$ cat config.mk
export PLATFORM = sky130hd
export DESIGN_NAME = regfile_access_arbiter
export DESIGN_NICKNAME = d
export VERILOG_FILES = /design/src/rtl/regfile_access_arbiter.sv
export SDC_FILE = /design/constraint.sdc
export NUM_CORES = 1
export LEC_CHECK = 0
export BUFFER_PORTS_ARGS = -buffer_cell sky130_fd_sc_hd__buf_4
export CORE_AREA = 5 5 109 111
export DETAILED_ROUTE_END_ITERATION = 8
export DIE_AREA = 0 0 114 116
export SETUP_SLACK_MARGIN = 0.5
export SLEW_MARGIN = 20
export SYNTH_ARGS = -nofsm -noshare
export SYNTH_HDL_FRONTEND = slang
export SYNTH_SLANG_ARGS = --single-unit
$ cat constraint.sdc
create_clock -name clk_i -period 2 [get_ports clk_i]
set_input_delay 0.4 -clock clk_i [delete_from_list [all_inputs] [get_ports clk_i]]
set_output_delay 0.4 -clock clk_i [all_outputs]
set_load 0.01 [all_outputs]
$ cat src/rtl/regfile_access_arbiter.sv
// Round-robin arbiter sharing the register file's single valid/ready port among
// NUM_REQ requesters; one transaction (accept, issue, response) in flight at a time.
module regfile_access_arbiter #(
    parameter int NUM_REQ = 2,
    parameter int IDX_W   = (NUM_REQ > 1) ? $clog2(NUM_REQ) : 1
) (
    input  logic                    clk_i,
    input  logic                    rst_i,
    input  logic [NUM_REQ-1:0]      req_valid_i,
    output logic [NUM_REQ-1:0]      req_ready_o,
    input  logic [NUM_REQ*5-1:0]    req_rs1_addr_i,
    input  logic [NUM_REQ*5-1:0]    req_rs2_addr_i,
    input  logic [NUM_REQ*5-1:0]    req_rd_addr_i,
    input  logic [NUM_REQ*32-1:0]   req_rd_data_i,
    input  logic [NUM_REQ-1:0]      req_wr_en_i,
    output logic [NUM_REQ-1:0]      rsp_valid_o,
    input  logic [NUM_REQ-1:0]      rsp_ready_i,
    output logic [31:0]             rsp_rs1_data_o,
    output logic [31:0]             rsp_rs2_data_o,
    output logic                    rf_valid_o,
    input  logic                    rf_ready_i,
    output logic [4:0]              rf_rs1_addr_o,
    output logic [4:0]              rf_rs2_addr_o,
    output logic [4:0]              rf_rd_addr_o,
    output logic [31:0]             rf_rd_data_o,
    output logic                    rf_wr_en_o,
    input  logic                    rf_valid_i,
    output logic                    rf_ready_o,
    input  logic [31:0]             rf_rs1_data_i,
    input  logic [31:0]             rf_rs2_data_i,
    output logic [IDX_W-1:0]        grant_o,
    output logic                    busy_o
);
    typedef enum logic [1:0] {IDLE, ISSUE, RESP} state_t;

    state_t           state, state_nxt;
    logic [IDX_W-1:0] ptr, grant, win;
    logic             found, accept, rsp_done;
    logic [4:0]       rs1_q, rs2_q, rd_q;
    logic [31:0]      data_q;
    logic             we_q;

    // Search from the pointer upward with wrap; first valid requester wins.
    always_comb begin
        int j;
        found = 1'b0;
        win   = '0;
        for (int i = 0; i < NUM_REQ; i++) begin
            j = int'(ptr) + i;
            if (j >= NUM_REQ) j = j - NUM_REQ;
            if (!found && req_valid_i[j]) begin
                found = 1'b1;
                win   = IDX_W'(j);
            end
        end
    end

    // No accept while reset is asserted, so a requester never sees a lost handshake.
    assign accept   = (state == IDLE) && found && !rst_i;
    assign rsp_done = (state == RESP) && rf_valid_i && rsp_ready_i[grant];

    always_ff @(posedge clk_i) begin
        if (rst_i) state <= IDLE;
        else       state <= state_nxt;
    end

    always_comb begin
        state_nxt = state;
        case (state)
            IDLE:    if (found)      state_nxt = ISSUE;
            ISSUE:   if (rf_ready_i) state_nxt = RESP;
            RESP:    if (rsp_done)   state_nxt = IDLE;
            default:                 state_nxt = IDLE;
        endcase
    end

    always_comb begin
        req_ready_o = '0;
        rsp_valid_o = '0;
        rf_valid_o  = 1'b0;
        rf_ready_o  = 1'b0;
        case (state)
            IDLE:  if (accept) req_ready_o[win] = 1'b1;
            ISSUE: rf_valid_o = 1'b1;
            RESP: begin
                rf_ready_o         = rsp_ready_i[grant];
                rsp_valid_o[grant] = rf_valid_i;
            end
            default: ;
        endcase
    end

    // Pointer moves only when a response completes, never on acceptance.
    always_ff @(posedge clk_i) begin
        if (rst_i) begin
            ptr    <= '0;
            grant  <= '0;
            rs1_q  <= '0;
            rs2_q  <= '0;
            rd_q   <= '0;
            data_q <= '0;
            we_q   <= 1'b0;
        end else begin
            if (accept) begin
                grant  <= win;
                rs1_q  <= req_rs1_addr_i[5*win +: 5];
                rs2_q  <= req_rs2_addr_i[5*win +: 5];
                rd_q   <= req_rd_addr_i[5*win +: 5];
                data_q <= req_rd_data_i[32*win +: 32];
                we_q   <= req_wr_en_i[win];
            end
            if (rsp_done)
                ptr <= (grant == IDX_W'(NUM_REQ-1)) ? '0 : grant + 1'b1;
        end
    end

    assign rf_rs1_addr_o  = rs1_q;
    assign rf_rs2_addr_o  = rs2_q;
    assign rf_rd_addr_o   = rd_q;
    assign rf_rd_data_o   = data_q;
    assign rf_wr_en_o     = we_q;
    assign rsp_rs1_data_o = rf_rs1_data_i;
    assign rsp_rs2_data_o = rf_rs2_data_i;
    assign grant_o        = grant;
    assign busy_o         = (state != IDLE);
endmodule
==> run summary, run 1 <==
status - complete, no violations
vias in the first global route - 2,755
vias per cell - 4.975
Least-Margin Pin Slew - 0.3841 ns
Period minus WS final - 1.792 ns
layout cells sized above 1 - 50.36%
Net Count, Synth - 483
HP Class - input pin to register
Ports - 288
core area - 10,700 sq um
Post-DP HPWL - 7.685 mm
Final Max Tran Viols - 0
Mapped Area - 2728 sq um
Critical Path AT - 1.39 ns
Max Fanout on Critical Path - 3
clock-pin slew on the worst setup and hold paths - 0.10 ns
Nets - 582
DRT Pass-1 Iters - 4
TritonCTS Buffers - 5
cell area power density - 656.1 nW/um^2
setup slack, reg-to-reg - 0.39 ns
number of enable flip-flop cells after synthesis - 0
Pleak - 1.827 nW
final cell count without fillers - 555
Tot GR Track Use - 14.78%
WL final - 10.92 mm
Synth Flop Type - dfxtp_1
Cells after Synth - 315
Placer Congestion - 0.8272
Async SR Flop Fraction - 0%
row count - 38
Port Buf Inserts - 159
DR vias - 2,761
Finished Core Util - 37.51%
initial antenna violation count - 0
final setup TNS - 0 ns
cell count after placement - 531
die span in x - 114 um
Hold-fix buffers, CTS - 0
#FFs+latches synth - 52
hold_ws - 0.3050 ns
pin count of the biggest net entering global routing - 50
# setup viols final - 0
clk_lat worst skew - 0.31 ns
remaining antenna violation count after routing - 0
Iter 0 DRT Violations - 199
CTS Buffer Depth - 2
Setup Crit Path Kind - register to primary output
# diodes - 0
first-pass GRT wire length - 15.34 mm
WL/cell - 19.68 um
Ys Warns - 0
Root Driver - clkbuf_8
Sink Count - 52
crit end category - primary output
Residual DRC - 0
Slew headroom - 74.39%
sequential area share after synthesis - 38.17%
Die ar. - 13,220 sq um
RSZ-0062 raised after global routing - true
Yosys cell types - 25
f_max - 558.0 MHz
Synth Area per Inst - 8.659 sq um
die height - 116 um
synthesis-to-layout area growth - 47.11%
max_cap viols - 0
CTS H-tree lvls - 2
global route overflow - 0
Fin. Hold Viols - 0
Setup Skew - 0.01370 ns
CTS tree - yes
CP required - 1.60 ns
VDD IR max - 0.3075 mV
Initial Util - 25.50%
Tcrit/Tclk final - 89.60%
CP Launch Type - register
## state kept, by name, summed over array words and instances, names as in the netlist
register and cells:
grant_o 1, ptr 1, rf_rd_addr_o 5, rf_rd_data_o 32, rf_rs1_addr_o 5, rf_rs2_addr_o 5
rf_wr_en_o 1, state 2
## power by group
group          switching (mW)  internal (mW)  total [mW]
clock                   0.366          0.283       0.648
combinational           0.343          0.444       0.788
sequential             0.0611           1.14        1.20
total                   0.770           1.86        2.63
## path summary, 6_finish.rpt
path	startpoint	to	depth (start not counted)
setup / recovery	state[1]$_SDFFE_PP0P_	req_ready_o[1]	3
hold / removal	rf_ready_i	state[0]$_SDFFE_PP0P_	2
setup reg to reg	state[1]$_SDFFE_PP0P_	rf_rd_data_o[13]$_SDFFE_PP0N_	6
hold reg to reg	rf_rd_data_o[12]$_SDFFE_PP0N_	rf_rd_data_o[12]$_SDFFE_PP0N_	1
## cell usage in the layout, fill, tap and decap left out, types with 2 or more instances in the layout
cell type	instances
dfxtp_1	49
clkbuf_8	6
buf_12	4
a2111oi_0	2
a221o_1	48
buf_4	169
buf_6	4
nor3_1	45
nor2b_4	3
nor2_1	3
inv_1	3
nand2_1	50
nor3_2	3
clkbuf_16	4
dfxtp_4	2
## repair_timing
item,CTS,global route
pin swaps,5,40
resized for setup,21,13
setup endpoints to repair,55,55
gates cloned,1,5
setup buffers,6,4
## final cells by class
cell class	instances	area, sq um
clock buffers	7	86.33
clock inverters	1	7.507
fillers	1095	6685
inverters	4	15.01
multi-input cells	168	1142
flip-flops and latches	52	1050
well taps	140	175.2
repair buffers	183	1536
## cell usage after synthesis (2+ instances only)
| master | n | share of area (%) |
|---|---|---|
| inv_1 | 4 | 0.55 |
| nor3_1 | 48 | 8.8 |
| clkbuf_1 | 14 | 1.9 |
| buf_4 | 65 | 18 |
| buf_1 | 2 | 0.28 |
| dfxtp_1 | 52 | 38 |
| nand2_1 | 50 | 6.9 |
| a2111oi_0 | 2 | 0.64 |
| nor2_1 | 4 | 0.55 |
| a221o_1 | 48 | 18 |
| buf_2 | 9 | 1.7 |
| nor2b_1 | 4 | 0.92 |
## cells by family (layout without fill, tap and decap cells)
family / Yosys count / after routing / synth area share [%]
buf+inv: 95 / 195 / 22.71
compound gates: 56 / 56 / 20.18
mux: 1 / 1 / 0.3670
flops: 52 / 52 / 38.17
simple gates: 111 / 111 / 18.58
## critical path, stage by stage, from the launching register on
cell     delay [ns]
dfxtp_2        0.33
or3_4          0.40
nor3b_4        0.21
buf_4          0.15
## per-layer routing
metal | wire length (um) | global-route usage [%] | vias up
li1 | - | - | 1276
met1 | 4181 | 17.15 | 1263
met2 | 5253 | 24.79 | 194
met3 | 1239 | 6.110 | 28
met4 | 247 | 4.909 | 0
met5 | 0 | 0 | -
## through the flow
step / area [sq um] / setup slack [ns] / total power [mW]
after CTS: 3827 / 0.1493 / 2.609
final: 4013 / 0.2079 / 2.633
after detailed placement: 3587 / 0.08045 / 1.902
after global routing: 4013 / 0.1413 / 2.766
after floorplan: 2785 / 0.2591 / 1.656
after global placement: 3587 / 0.1431 / 1.895
(Power assumes the default switching activity.)
==> run 2, diff against run 1 <==
- GPL_TIMING_DRIVEN: default -> 0
==> run 2 against run 1 <==
- the flow now finishes with violations (setup timing)
- core utilization increased by 11 points
- via count increased by 16%
- register-to-register slack lost 0.21 ns
- critical endpoint unchanged
- largest power group unchanged
- highest routed layer unchanged
==> run summary, run 2 (synthesis gave the netlist of run 1 again) <==
CTS H-tree lvls - 2
layout cells sized above 1 - 63.23%
Ports - 288
Initial Util - 25.50%
Die ar. - 13,220 sq um
Final Max Tran Viols - 0
CP Launch Type - register
max_cap viols - 0
die span in x - 114 um
WHS Path Cells - 2
failing checks - setup timing
Finished Core Util - 48.20%
Nets - 732
f_max - 482.1 MHz
Tot GR Track Use - 16.39%
first-pass GRT wire length - 17.24 mm
core area - 10,700 sq um
VDD IR max - 0.3021 mV
most frequent cells in the layout - 291 x buf_4, 50 x nand2_1, 49 x dfxtp_1
synthesis-to-layout area growth - 89.04%
row count - 38
Tcrit/Tclk final - 103.7%
Port Buf Inserts - 222
status - finished with violations
initial antenna violation count - 0
most common cell after layout, fill and taps aside - buf_4
WL/cell - 17.07 um
cell area power density - 576.8 nW/um^2
Post-DP HPWL - 9.358 mm
crit end category - primary output
die height - 116 um
RSZ-0062 raised after global routing - true
Max Fanout on Critical Path - 4
CTS Buffer Depth - 2
Period minus WS final - 2.074 ns
WL final - 12.00 mm
Hold-fix buffers, CTS - 0
Setup Crit Path Kind - register to primary output
area occupied by multi-input gates - 1187 sq um
clk_lat worst skew - 0.30 ns
FF-to-FF path depth - 9
CP required - 1.60 ns
Slew headroom - 67.43%
# setup viols final - 1
Placer Congestion - 0.8204
vias per cell - 4.562
FILL cells - 1,034
Pleak - 2.539 nW
HP Class - input pin to register
Critical Path AT - 1.67 ns
flip-flop count of the largest register after layout - 32
global route overflow - 0
CTS tree - yes
FF/Latch Area - 1047 sq um
Iter 0 DRT Violations - 106
hold_ws - 0.2962 ns
# diodes - 0
DR vias - 3,207
Least-Margin Pin Slew - 0.4886 ns
Sink Count - 52
pin count of the biggest net entering global routing - 15
Fin. Hold Viols - 0
Setup Skew - 0.008966 ns
Residual DRC - 0
final worst setup slack - -0.07417 ns
remaining antenna violation count after routing - 0
TritonCTS Buffers - 5
Root Driver - clkbuf_8
DRT Pass-1 Iters - 5
vias in the first global route - 3,235
clock-pin slew on the worst setup and hold paths - 0.10 ns
==> run 2: layout make-up <==
type | count | share of cell area, %
tap | 140 | 3.397
multi-input combinational | 168 | 23.03
inverter | 4 | 0.2912
sequential | 52 | 20.31
clock inverter | 1 | 0.5824
timing repair buffer | 242 | 37.54
clock buffer | 5 | 1.335
buffer | 91 | 13.52
==> run 2: stage by stage <==
stage | area [sq um] | cells | setup slack [ns] | total power [mW] | TNS, ns
floorplan | 2785 | 315 | 0.2591 | 1.656 | 0
global placement | 4627 | 677 | -0.03714 | 2.168 | -0.04996
detailed placement | 4627 | 677 | -0.03781 | 2.174 | -0.05010
CTS | 5060 | 700 | -0.09785 | 2.992 | -0.1802
global route | 5156 | 703 | -0.1611 | 3.136 | -0.2204
finish | 5156 | 703 | -0.07417 | 2.974 | -0.07417
==> run 2: report_power, final <==
part           switching (mW)  internal, mW  total (mW)
Combinational           0.440         0.635        1.08
Clock                   0.341         0.360       0.701
Sequential             0.0611          1.14        1.20
==> run 2: final timing paths <==
check	startpoint	to	slack [ns]
worst max-delay path	state[1]$_SDFFE_PP0P_	req_ready_o[1]	-0.07
worst min-delay path	rf_ready_i	state[0]$_SDFFE_PP0P_	0.30
worst max register to register	state[1]$_SDFFE_PP0P_	rf_rd_data_o[15]$_SDFFE_PP0N_	0.18
worst min register to register	rf_rd_data_o[28]$_SDFFE_PP0N_	rf_rd_data_o[28]$_SDFFE_PP0N_	0.50
==> run 2: worst max-delay path: stages (launching register included) <==
cell and delay, ns:
dfxtp_2 0.33, or3_4 0.36, buf_6 0.14, buf_8 0.11, buf_8 0.11, nor3b_4 0.19, buf_6 0.13
==> run 2: what timing repair did <==
action	in CTS	in global routing
setup endpoints to repair	56	55
resized for setup	43	20
pin swaps	29	11
setup buffers	13	2
cloned	4	1
==> run 2: per-layer routing <==
metal  vias to the layer above  global-route usage (%)  share of wire (%)  wire, um
met5                         -                       0                  0         0
met4                         0                   2.930                1.5       183
met3                        17                   4.595                8.8      1060
met2                       168                   29.51                 52      6200
met1                      1456                   19.69                 38      4554
li1                       1566                       -                  -         -
